**src/rtl/mem_port_arbiter_pkg.sv**
```systemverilog
// Shared types and constants for the memory port arbiter.
//   state_t : arbiter FSM states (IDLE, BUSY, RESP)
//   PORT_I  : grant / sel value for the instruction fetch port
//   PORT_D  : grant / sel value for the load/store port
package mem_arb_pkg;

  typedef enum logic [1:0] {
    IDLE = 2'd0,
    BUSY = 2'd1,
    RESP = 2'd2
  } state_t;

  localparam logic PORT_I = 1'b0;
  localparam logic PORT_D = 1'b1;

endpackage

```
**src/rtl/mem_port_arbiter_if.sv**
```systemverilog
// Bundle of every requester-side and memory-side signal of the arbiter.
//
// Handshake semantics (one rule for both requester ports):
//   A requester raises <x>_req together with its address (and for port D the
//   we/wdata fields) and holds all of them until it sees <x>_ack. <x>_ack is a
//   single-cycle pulse and <x>_rdata is valid in that cycle. The requester
//   drops <x>_req in the cycle after the ack; a req still high once the
//   arbiter is back in IDLE starts a new transaction. On the memory side
//   mem_req is high for the whole transaction and the memory answers with a
//   single mem_ack cycle carrying mem_rdata; mem_ack while mem_req is low is
//   ignored.
//
// Modports:
//   slave  : the arbiter (consumes requests, drives acks and the memory side)
//   master : the environment (requesters plus memory model)
interface mem_port_arbiter_if #(
  parameter int unsigned ADDR_W = 32,
  parameter int unsigned DATA_W = 32
);

  logic              i_req;
  logic [ADDR_W-1:0] i_addr;
  logic              i_ack;
  logic [DATA_W-1:0] i_rdata;

  logic              d_req;
  logic              d_we;
  logic [ADDR_W-1:0] d_addr;
  logic [DATA_W-1:0] d_wdata;
  logic              d_ack;
  logic [DATA_W-1:0] d_rdata;

  logic              sel;
  logic              mem_req;
  logic              mem_we;
  logic [ADDR_W-1:0] mem_addr;
  logic [DATA_W-1:0] mem_wdata;
  logic              mem_ack;
  logic [DATA_W-1:0] mem_rdata;

  logic              err;

  modport slave (
    input  i_req, i_addr, d_req, d_we, d_addr, d_wdata, mem_ack, mem_rdata,
    output i_ack, i_rdata, d_ack, d_rdata,
    output sel, mem_req, mem_we, mem_addr, mem_wdata, err
  );

  modport master (
    output i_req, i_addr, d_req, d_we, d_addr, d_wdata, mem_ack, mem_rdata,
    input  i_ack, i_rdata, d_ack, d_rdata,
    input  sel, mem_req, mem_we, mem_addr, mem_wdata, err
  );

endinterface

```
**src/rtl/mem_port_arbiter_arb_rr2.sv**
```systemverilog
// Combinational two-way round-robin arbiter.
// Ports:
//   i_req       in  fetch port request
//   d_req       in  load/store port request
//   last        in  port granted most recently (PORT_I / PORT_D)
//   grant_valid out at least one request is present
//   grant       out winning port (PORT_I / PORT_D)
// A lone requester always wins; under contention the port that was not
// served last wins, so the two ports alternate and neither starves.
module arb_rr2
  import mem_arb_pkg::*;
(
  input  logic i_req,
  input  logic d_req,
  input  logic last,
  output logic grant_valid,
  output logic grant
);

  always_comb begin
    grant_valid = i_req | d_req;
    grant       = PORT_I;
    if (i_req && d_req) begin
      grant = ~last;
    end else if (d_req) begin
      grant = PORT_D;
    end
  end

endmodule

```
**src/rtl/mem_port_arbiter.sv**
```systemverilog
// Shares one memory port between instruction fetch (port I) and load/store
// (port D). Each access is one memory transaction; the winner gets its read
// data with a one-cycle ack. Round-robin under contention.
//
// Parameters:
//   ADDR_W  : address width (requesters and memory)
//   DATA_W  : data width
//   TIMEOUT : watchdog limit in cycles (2..255), used with MEM_ARB_TIMEOUT_EN
//
// Ports:
//   clk       in  rising-edge clock
//   rst_n     in  asynchronous active-low reset
//   bus       slave modport of mem_port_arbiter_if (requester and memory side)
//   state_dbg out current FSM state
//
// Build option: define MEM_ARB_TIMEOUT_EN to add the BUSY watchdog. When it
// fires the winner is acked with rdata=0 and the sticky err flag is set.
// Without it BUSY waits for mem_ack indefinitely and err is tied low.
//
// Transaction timeline: request seen in IDLE at edge N -> BUSY (mem_req high)
// from N+1 -> mem_ack sampled at edge M -> RESP, ack high during cycle M+1 ->
// IDLE at M+2. sel/mem_addr/mem_we/mem_wdata are latched at the grant and do
// not move until the next grant.
module mem_port_arbiter
  import mem_arb_pkg::*;
#(
  parameter int unsigned ADDR_W  = 32,
  parameter int unsigned DATA_W  = 32,
  parameter int unsigned TIMEOUT = 16
) (
  input  logic                  clk,
  input  logic                  rst_n,
  mem_port_arbiter_if.slave     bus,
  output state_t                state_dbg
);

  if (TIMEOUT < 2 || TIMEOUT > 255) begin : g_timeout_range
    $error("mem_port_arbiter: TIMEOUT must be within 2..255");
  end

  state_t            state_q, state_d;

  logic              grant_valid;
  logic              grant;

  // Control strobes from the FSM to the datapath registers.
  logic              load_grant;   // IDLE -> BUSY: latch winner and its request
  logic              capture;      // BUSY -> RESP on mem_ack
  logic              expire;       // BUSY -> RESP on watchdog
  logic              timeout_hit;

  logic              last_q;
  logic              sel_q;
  logic              we_q;
  logic [ADDR_W-1:0] addr_q;
  logic [DATA_W-1:0] wdata_q;
  logic [DATA_W-1:0] i_rdata_q;
  logic [DATA_W-1:0] d_rdata_q;
  logic              i_ack_q;
  logic              d_ack_q;

  arb_rr2 u_arb (
    .i_req       (bus.i_req),
    .d_req       (bus.d_req),
    .last        (last_q),
    .grant_valid (grant_valid),
    .grant       (grant)
  );

  // FSM state register
  always_ff @(posedge clk or negedge rst_n) begin
    if (!rst_n) begin
      state_q <= IDLE;
    end else begin
      state_q <= state_d;
    end
  end

  // FSM next state and datapath strobes
  always_comb begin
    state_d    = state_q;
    load_grant = 1'b0;
    capture    = 1'b0;
    expire     = 1'b0;
    unique case (state_q)
      IDLE: begin
        if (grant_valid) begin
          state_d    = BUSY;
          load_grant = 1'b1;
        end
      end
      BUSY: begin
        // A real answer wins over a watchdog expiry in the same cycle.
        if (bus.mem_ack) begin
          state_d = RESP;
          capture = 1'b1;
        end else if (timeout_hit) begin
          state_d = RESP;
          expire  = 1'b1;
        end
      end
      RESP: begin
        state_d = IDLE;
      end
      default: begin
        state_d = IDLE;
      end
    endcase
  end

  // Grant latch, read data capture and ack pulses
  always_ff @(posedge clk or negedge rst_n) begin
    if (!rst_n) begin
      last_q    <= PORT_D;
      sel_q     <= PORT_I;
      we_q      <= 1'b0;
      addr_q    <= '0;
      wdata_q   <= '0;
      i_rdata_q <= '0;
      d_rdata_q <= '0;
      i_ack_q   <= 1'b0;
      d_ack_q   <= 1'b0;
    end else begin
      i_ack_q <= 1'b0;
      d_ack_q <= 1'b0;
      if (load_grant) begin
        sel_q  <= grant;
        last_q <= grant;
        if (grant == PORT_D) begin
          addr_q  <= bus.d_addr;
          we_q    <= bus.d_we;
          wdata_q <= bus.d_wdata;
        end else begin
          // Fetches never write; wdata keeps its old value and is unused.
          addr_q <= bus.i_addr;
          we_q   <= 1'b0;
        end
      end
      if (capture || expire) begin
        if (sel_q == PORT_D) begin
          d_rdata_q <= capture ? bus.mem_rdata : '0;
          d_ack_q   <= 1'b1;
        end else begin
          i_rdata_q <= capture ? bus.mem_rdata : '0;
          i_ack_q   <= 1'b1;
        end
      end
    end
  end

`ifdef MEM_ARB_TIMEOUT_EN
  // Counts BUSY cycles without mem_ack; value k means k such cycles have
  // already ended, so hitting TIMEOUT-1 marks the TIMEOUT-th BUSY cycle.
  logic [7:0] wd_q;
  logic       err_q;

  always_ff @(posedge clk or negedge rst_n) begin
    if (!rst_n) begin
      wd_q  <= '0;
      err_q <= 1'b0;
    end else begin
      if (load_grant) begin
        wd_q <= '0;
      end else if (state_q == BUSY && !bus.mem_ack) begin
        wd_q <= wd_q + 8'd1;
      end
      if (expire) begin
        err_q <= 1'b1;
      end
    end
  end

  assign timeout_hit = (wd_q == 8'(TIMEOUT - 1));
  assign bus.err     = err_q;
`else
  assign timeout_hit = 1'b0;
  assign bus.err     = 1'b0;
`endif

  assign bus.sel       = sel_q;
  assign bus.mem_req   = (state_q == BUSY);
  assign bus.mem_we    = we_q;
  assign bus.mem_addr  = addr_q;
  assign bus.mem_wdata = wdata_q;
  assign bus.i_ack     = i_ack_q;
  assign bus.i_rdata   = i_rdata_q;
  assign bus.d_ack     = d_ack_q;
  assign bus.d_rdata   = d_rdata_q;
  assign state_dbg     = state_q;

endmodule
```
**src/flat_wrapper.sv**
```systemverilog
// flat-port wrapper written by rule: the top's interface ports become plain ports
module mem_port_arbiter_flat import mem_arb_pkg::*;
#(
  parameter int unsigned ADDR_W  = 32,
  parameter int unsigned DATA_W  = 32,
  parameter int unsigned TIMEOUT = 16
)
  (clk, rst_n, state_dbg, bus_i_req, bus_i_addr, bus_d_req, bus_d_we, bus_d_addr, bus_d_wdata, bus_mem_ack, bus_mem_rdata, bus_i_ack, bus_i_rdata, bus_d_ack, bus_d_rdata, bus_sel, bus_mem_req, bus_mem_we, bus_mem_addr, bus_mem_wdata, bus_err);
  mem_port_arbiter_if #(.ADDR_W(ADDR_W), .DATA_W(DATA_W)) bus_i ();
  input  logic clk;
  input  logic rst_n;
  output state_t state_dbg;
  input wire logic [$bits(bus_i.i_req)-1:0] bus_i_req;
  input wire logic [$bits(bus_i.i_addr)-1:0] bus_i_addr;
  input wire logic [$bits(bus_i.d_req)-1:0] bus_d_req;
  input wire logic [$bits(bus_i.d_we)-1:0] bus_d_we;
  input wire logic [$bits(bus_i.d_addr)-1:0] bus_d_addr;
  input wire logic [$bits(bus_i.d_wdata)-1:0] bus_d_wdata;
  input wire logic [$bits(bus_i.mem_ack)-1:0] bus_mem_ack;
  input wire logic [$bits(bus_i.mem_rdata)-1:0] bus_mem_rdata;
  output wire logic [$bits(bus_i.i_ack)-1:0] bus_i_ack;
  output wire logic [$bits(bus_i.i_rdata)-1:0] bus_i_rdata;
  output wire logic [$bits(bus_i.d_ack)-1:0] bus_d_ack;
  output wire logic [$bits(bus_i.d_rdata)-1:0] bus_d_rdata;
  output wire logic [$bits(bus_i.sel)-1:0] bus_sel;
  output wire logic [$bits(bus_i.mem_req)-1:0] bus_mem_req;
  output wire logic [$bits(bus_i.mem_we)-1:0] bus_mem_we;
  output wire logic [$bits(bus_i.mem_addr)-1:0] bus_mem_addr;
  output wire logic [$bits(bus_i.mem_wdata)-1:0] bus_mem_wdata;
  output wire logic [$bits(bus_i.err)-1:0] bus_err;
  assign bus_i.i_req = bus_i_req;
  assign bus_i.i_addr = bus_i_addr;
  assign bus_i.d_req = bus_d_req;
  assign bus_i.d_we = bus_d_we;
  assign bus_i.d_addr = bus_d_addr;
  assign bus_i.d_wdata = bus_d_wdata;
  assign bus_i.mem_ack = bus_mem_ack;
  assign bus_i.mem_rdata = bus_mem_rdata;
  assign bus_i_ack = bus_i.i_ack;
  assign bus_i_rdata = bus_i.i_rdata;
  assign bus_d_ack = bus_i.d_ack;
  assign bus_d_rdata = bus_i.d_rdata;
  assign bus_sel = bus_i.sel;
  assign bus_mem_req = bus_i.mem_req;
  assign bus_mem_we = bus_i.mem_we;
  assign bus_mem_addr = bus_i.mem_addr;
  assign bus_mem_wdata = bus_i.mem_wdata;
  assign bus_err = bus_i.err;
  mem_port_arbiter #(.ADDR_W(ADDR_W), .DATA_W(DATA_W), .TIMEOUT(TIMEOUT)) u_core (.clk(clk), .rst_n(rst_n), .bus(bus_i), .state_dbg(state_dbg));
endmodule
```
**config.mk**
```make
export PLATFORM = sky130hd
export DESIGN_NAME = mem_port_arbiter_flat
export DESIGN_NICKNAME = d
export VERILOG_FILES = /design/src/rtl/mem_port_arbiter_pkg.sv /design/src/rtl/mem_port_arbiter_if.sv /design/src/rtl/mem_port_arbiter_arb_rr2.sv /design/src/rtl/mem_port_arbiter.sv /design/src/flat_wrapper.sv
export SDC_FILE = /design/constraint.sdc
export NUM_CORES = 1
export LEC_CHECK = 0
export ABC_AREA = 1
export CORE_ASPECT_RATIO = 1.2
export CORE_MARGIN = 2
export CORE_UTILIZATION = 46
export CTS_CLUSTER_DIAMETER = 80
export DETAILED_ROUTE_END_ITERATION = 10
export GPL_TIMING_DRIVEN = 0
export PLACE_DENSITY_LB_ADDON = 0.2
export SYNTH_ARGS = -nofsm -noshare
export SYNTH_HDL_FRONTEND = slang
export SYNTH_SLANG_ARGS = --single-unit
```
**constraint.sdc**
```tcl
create_clock -name clk -period 3.4 [get_ports clk]
set_input_delay 0.85 -clock clk [delete_from_list [all_inputs] [get_ports clk]]
set_output_delay 0.85 -clock clk [all_outputs]
set_load 0.02 [all_outputs]
```
After elaboration in Yosys (flattened, before gate mapping)
Cells that the tools add are included.
{ "classes": {"eq_ne": 3, "n_mux": 15, "bitwise_logic": 3, "reduce_logical": 6} }
{ "op_table": {"columns": ["cell", "n"], "rows": [
  ["32-bit 2-to-1 mux", 1],
  ["1-bit 2-to-1 mux", 11],
  ["2-bit AND reduction", 4],
  ["2-bit 2-to-1 mux", 2],
  ["2-bit case mux with 2 select lines", 1],
  ["2-bit by 1-bit equality test with 1-bit output (second input constant)", 1],
  ["2-bit zero test", 1],
  ["2-bit by 1-bit != test with 1-bit output (second input constant)", 1],
  ["2-bit != test (second input constant)", 1],
  ["1-bit NOT", 2],
  ["1-bit logical AND", 1],
  ["1-bit OR", 1]
]} }
{ "totals": {"ff_bits": 135, "input_bits": 134, "elab_cells": 37} }

Longest topological paths before layout
{ "logic_depth": {"word_depth": 4, "ltp_mapped": 7, "mapped_depth_nobuf": 6} }

By module
Synthesis repeated with hierarchy kept, for this count alone.
{ "unflattened": {"cells_unflattened": 695, "area_unflattened_um2": 5850.6} }
{ "by_module_without_submodules": {"columns": ["module", "n_inst", "cells_per_inst", "area_per_inst_um2", "seq_area_each_um2"], "rows": [
  ["mem_port_arbiter", 1, 692, 5835.6, 3379.5],
  ["arb_rr2", 1, 3, 15.0, 0.0]
]} }

Worst setup path before layout
Ideal clock, no wire load.
{ "synth_timing": {"kind": "flip-flop to output port", "start": "register u_core.state_q[1], in the netlist u_core.state_dbg[1]", "end": "output port bus_mem_req", "arrival_ns": 1.059, "setup_slack_ns": 1.491, "stages_incl_launch_ff": 3, "path_buffers": 1, "cell_sequence": "dfrtp_1 > nor2_2 > clkbuf_1"} }
{ "synth_via": {"elab_chain_len": 1} }
{ "synth_rtl": {"columns": ["element", "line_no", "text"], "rows": [
  ["from (decl)", "mem_port_arbiter.sv:41", "state_t state_q, state_d;"],
  ["from (signal assigned)", "mem_port_arbiter.sv:75", "state_q <= state_d;"],
  ["2-bit by 1-bit equality test with 1-bit output", "mem_port_arbiter.sv:181", "assign bus.mem_req = (state_q == BUSY);"],
  ["to (decl)", "flat_wrapper.sv:26", "output wire logic [$bits(bus_i.mem_req)-1:0] bus_mem_req;"]
]} }
Every way passes these cells.

Worst setup path in the final report
Ends and elaborated chain as after synthesis.

==> flow_summary_export.csv <==
group,metric,value,unit
cts,cts_max_path_buffers,2,
floorplanning,die_x,109,um
yosys,ys_dominant_reg_cell,"sky130_fd_sc_hd__dfrtp_1",
worst_setup_path,timing_worst_setup_path_type,"register to output pin",
finish,nets,1148,
yosys,part_of_the_yosys_area_used_for_sequential_elements,55.0,%
route,post-route-drc-count,0,
yosys,synth_cell_type_count,22,
pwr,power-per-cell-area,954,nW/um^2
floorplanning,floorplan.io_pins,270,
place,gp_congestion,0.877,
cts,worstSkewPairLatency,410,ps
sta,finClkSkew,7.82,ps
finish,final_layout_size_suffix_gt1_share,9.75,%
worst_setup_path,timing.critical_path.arrival,2140,ps
yosys,synth_enable_flop_cells,0,
global_routing,grt.met2_usage,44.6,%
pwr,power.total,0.00924,W
finish,syn2layout_area_growth,57.8,%
yosys,flip_flop_and_latch_count_after_synthesis,135,
route,drt_iter0_markers,275,
sta,max_slew_margin_vs_limit,56.5,%
yosys,synth_top_cells_by_area,"sky130_fd_sc_hd__dfrtp_1 (55%), sky130_fd_sc_hd__nand2_1 (18%), sky130_fd_sc_hd__nand4_1 (6.5%)",
cts,hold_buf_cts,0,
cts,cts_htree_levels,4,
run_status,status,"completed",
yosys,synth_fa_ha_area_share,0,%
worst_setup_path,critical_path.startpoint_type,"register",
yosys,synth_top_family_by_area,"simple AND/OR/NAND/NOR gates",
route,route.detailed.vias_per_inst,4.96,
worst_setup_path,ff2ff_setup_slack,1940,ps
route,post_drt_wl_per_cell,15.1,um
sta,achievable-frequency,0.334,GHz
floorplanning,dieArea,14300,um^2
yosys,synthTopCellsByCount,"sky130_fd_sc_hd__nand2_1 (294), sky130_fd_sc_hd__dfrtp_1 (134), sky130_fd_sc_hd__nand3_1 (79)",
global_routing,grtUsageMet3,7.34,%
finish,multi_input_comb_area,2180,um^2
route,antenna_violating_nets_post_route,0,
yosys,postSynthAreaPerCell,8.45,um^2
sta,hold_violations,0,
place,port_buffers,267,
floorplanning,core-area,13100,um^2
cts,clock-sinks,135,
global_routing,grt_usage,25.9,%
sta,fin_ws,410,ps
sta,timing_worst_slew_pin_value,653,ps
floorplanning,dieHeight,131,um
cts,cts_tree,"built",
worst_setup_path,r2r.worst_path.cells,5,
floorplanning,core.rowCount,46,
pwr,highest_ir_drop_seen_on_vdd,0.000448,V
floorplanning,initial_utilization,46.8,%
worst_setup_path,setup.worst_path.end_class,"output pin",
worst_setup_path,r2r-start,"u_core.state_dbg[1]$_DFFE_PN0P_",
finish,stdcell_count,1194,
global_routing,grt_antenna_before_repair,0,
route,routed-via-count,5923,
place,placedCellCount,1163,
yosys,netlist_instances,727,
yosys,yosysTopAreaCell,"sky130_fd_sc_hd__dfrtp_1",
global_routing,grt_first_pass_wirelength,28700,um
global_routing,grt_pass1_vias,5676,
yosys,yosys.cell_count.top_type,"sky130_fd_sc_hd__nand2_1",
yosys,async_sr_flop_fraction,100,%
pwr,total_leakage_power,4.87,nW
route,drt_first_pass_iters,4,
finish,layout.area.seq,3380,um^2
sta,final.period_utilization,88.0,%
global_routing,grt_overflow,0,
worst_setup_path,cp-startpoint,"u_core.state_dbg[1]$_DFFE_PN0P_",
cts,clk_pin_slew_worst_paths,60,ps
sta,slew_violations,0,
yosys,yosys.area.top_type_share,54.6,%
sta,rsz0062_at_grt,"false",
hold_path,worst_hold_path_type,"input pin to asynchronous set/reset pin",
job,maxCapViolCount,0,
sta,holdWs,423,ps
yosys,synth_xor_xnor_area_share,0,%
global_routing,grt.busiest_layer,"met2",
cts,cts_buffers,17,
cts,cts.repair.resized,0,
yosys,post_synth_simple_gate_area,35.2,%
worst_setup_path,crit_path_end,"bus_mem_req",
yosys,post_synth_instance_area,6140,um^2
place,hpwl,13400,um
yosys,synth_compound_area_share,0.204,%
yosys,synthesis.yosys.warnings,0,
sta,post_route_setup_tns,0,ps
worst_setup_path,rr_endpoint,"u_core.bus.d_rdata[28]$_DFFE_PN0P_",
sta,final.min_clock_period,2990,ps
cts,clk_root_buffer_cell,"sky130_fd_sc_hd__clkbuf_16",
worst_setup_path,worstPathRequired,2550,ps
global_routing,grt_start_max_net_pins,69,
global_routing,global_route.usage.met1,31.0,%
cts,cts_post_setup_buffers_inserted,0,
yosys,synth_mux_area_share,0,%
place,post-place-ws,865,ps
finish,antenna_cells_inserted,0,
sta,setup-violations-final,0,
route,wl,18100,um
yosys,synth_nets,861,
finish,count_of_filler_cells_inserted_in_the_layout,1022,
worst_setup_path,crit_fanout,10,
==> layout by cell type (no fill, tap or decap) <==
master	instances
sky130_fd_sc_hd__dfstp_2	1
sky130_fd_sc_hd__clkinvlp_4	3
sky130_fd_sc_hd__nor2_4	1
sky130_fd_sc_hd__clkbuf_16	17
sky130_fd_sc_hd__dfrtp_1	134
sky130_fd_sc_hd__buf_8	2
sky130_fd_sc_hd__nand2_2	2
sky130_fd_sc_hd__buf_6	4
sky130_fd_sc_hd__clkdlybuf4s50_1	266
sky130_fd_sc_hd__inv_6	2
sky130_fd_sc_hd__buf_2	20
sky130_fd_sc_hd__nand2_4	1
sky130_fd_sc_hd__bufinv_16	4
sky130_fd_sc_hd__o31ai_1	1
sky130_fd_sc_hd__clkbuf_1	17
sky130_fd_sc_hd__buf_4	11
sky130_fd_sc_hd__inv_1	68
sky130_fd_sc_hd__inv_2	4
sky130_fd_sc_hd__nor2_8	1
sky130_fd_sc_hd__buf_16	1
sky130_fd_sc_hd__nor2_2	1
sky130_fd_sc_hd__nand3_2	20
sky130_fd_sc_hd__nand3_1	79
sky130_fd_sc_hd__nand4_1	64
sky130_fd_sc_hd__nand2_1	294
sky130_fd_sc_hd__o21ai_1	1
sky130_fd_sc_hd__clkinv_2	2
sky130_fd_sc_hd__buf_1	1
sky130_fd_sc_hd__conb_1	1
sky130_fd_sc_hd__clkbuf_8	3
==> registers in the layout, indices dropped and copies added, names as in the netlist <==
signal,flops
u_core.bus.d_rdata,32
u_core.bus.mem_we,1
u_core.bus.i_rdata,32
u_core.state_dbg,2
u_core.bus.mem_addr,32
u_core.bus.sel,1
u_core.bus.d_ack,1
u_core.bus.mem_wdata,32
u_core.bus.i_ack,1
u_core.last_q,1
==> critical path, cell delays in order (launching register included) <==
cell	delay, ps
sky130_fd_sc_hd__dfrtp_1	420
sky130_fd_sc_hd__nor2_2	220
sky130_fd_sc_hd__clkbuf_1	400
sky130_fd_sc_hd__clkdlybuf4s50_1	700
==> worst min path at each step <==
stage,endpoint,slack [ps],cells after the start
after CTS,u_core.bus.d_rdata[10]$_DFFE_PN0P_,450,1
after global placement,u_core.bus.d_rdata[29]$_DFFE_PN0P_,450,2
after floorplan,u_core.last_q$_DFFE_PN1P_,450,2
final,u_core.bus.d_rdata[10]$_DFFE_PN0P_,420,1
after global routing,u_core.bus.d_rdata[10]$_DFFE_PN0P_,470,1
after detailed placement,u_core.bus.i_rdata[31]$_DFFE_PN0P_,460,2
==> logic make-up after synthesis <==
group,after synthesis
other,1
flip-flops,135
AO/OA/AOI/OAI,2
buffers and inverters,126
AND/OR/NAND/NOR,463
==> power by group <==
part | leakage [nW] | internal (W) | switching (W)
clock | 0.305 | 0.00128 | 0.000683
combinational | 2.88 | 0.00197 | 0.00254
sequential | 1.68 | 0.00236 | 0.000409
==> final cells by class <==
class / instances / share of cell area, %
Tap cell: 168 / 2.17
Inverter: 72 / 2.79
Timing Repair Buffer: 268 / 27.9
Clock buffer: 20 / 4.82
Buffer: 54 / 3.24
Multi-Input combinational cell: 466 / 22.5
Sequential cell: 135 / 34.9
Clock inverter: 11 / 1.76
==> metrics by stage <==
| step | util [%] | area [um^2] |
|---|---|---|
| after detailed placement | 69.0 | 9050 |
| after global routing | 73.8 | 9690 |
| final | 73.8 | 9690 |
| after CTS | 73.8 | 9690 |
| after floorplan | - | 6140 |
| after global placement | 68.8 | 9020 |
==> layer usage <==
layer / vias up / share of wire (%)
li1: 2896 / -
met1: 2746 / 38
met2: 253 / 52
met3: 28 / 7.9
met4: 0 / 2.2
met5: - / 0
Note: power is estimated with default switching activity, not from simulation.
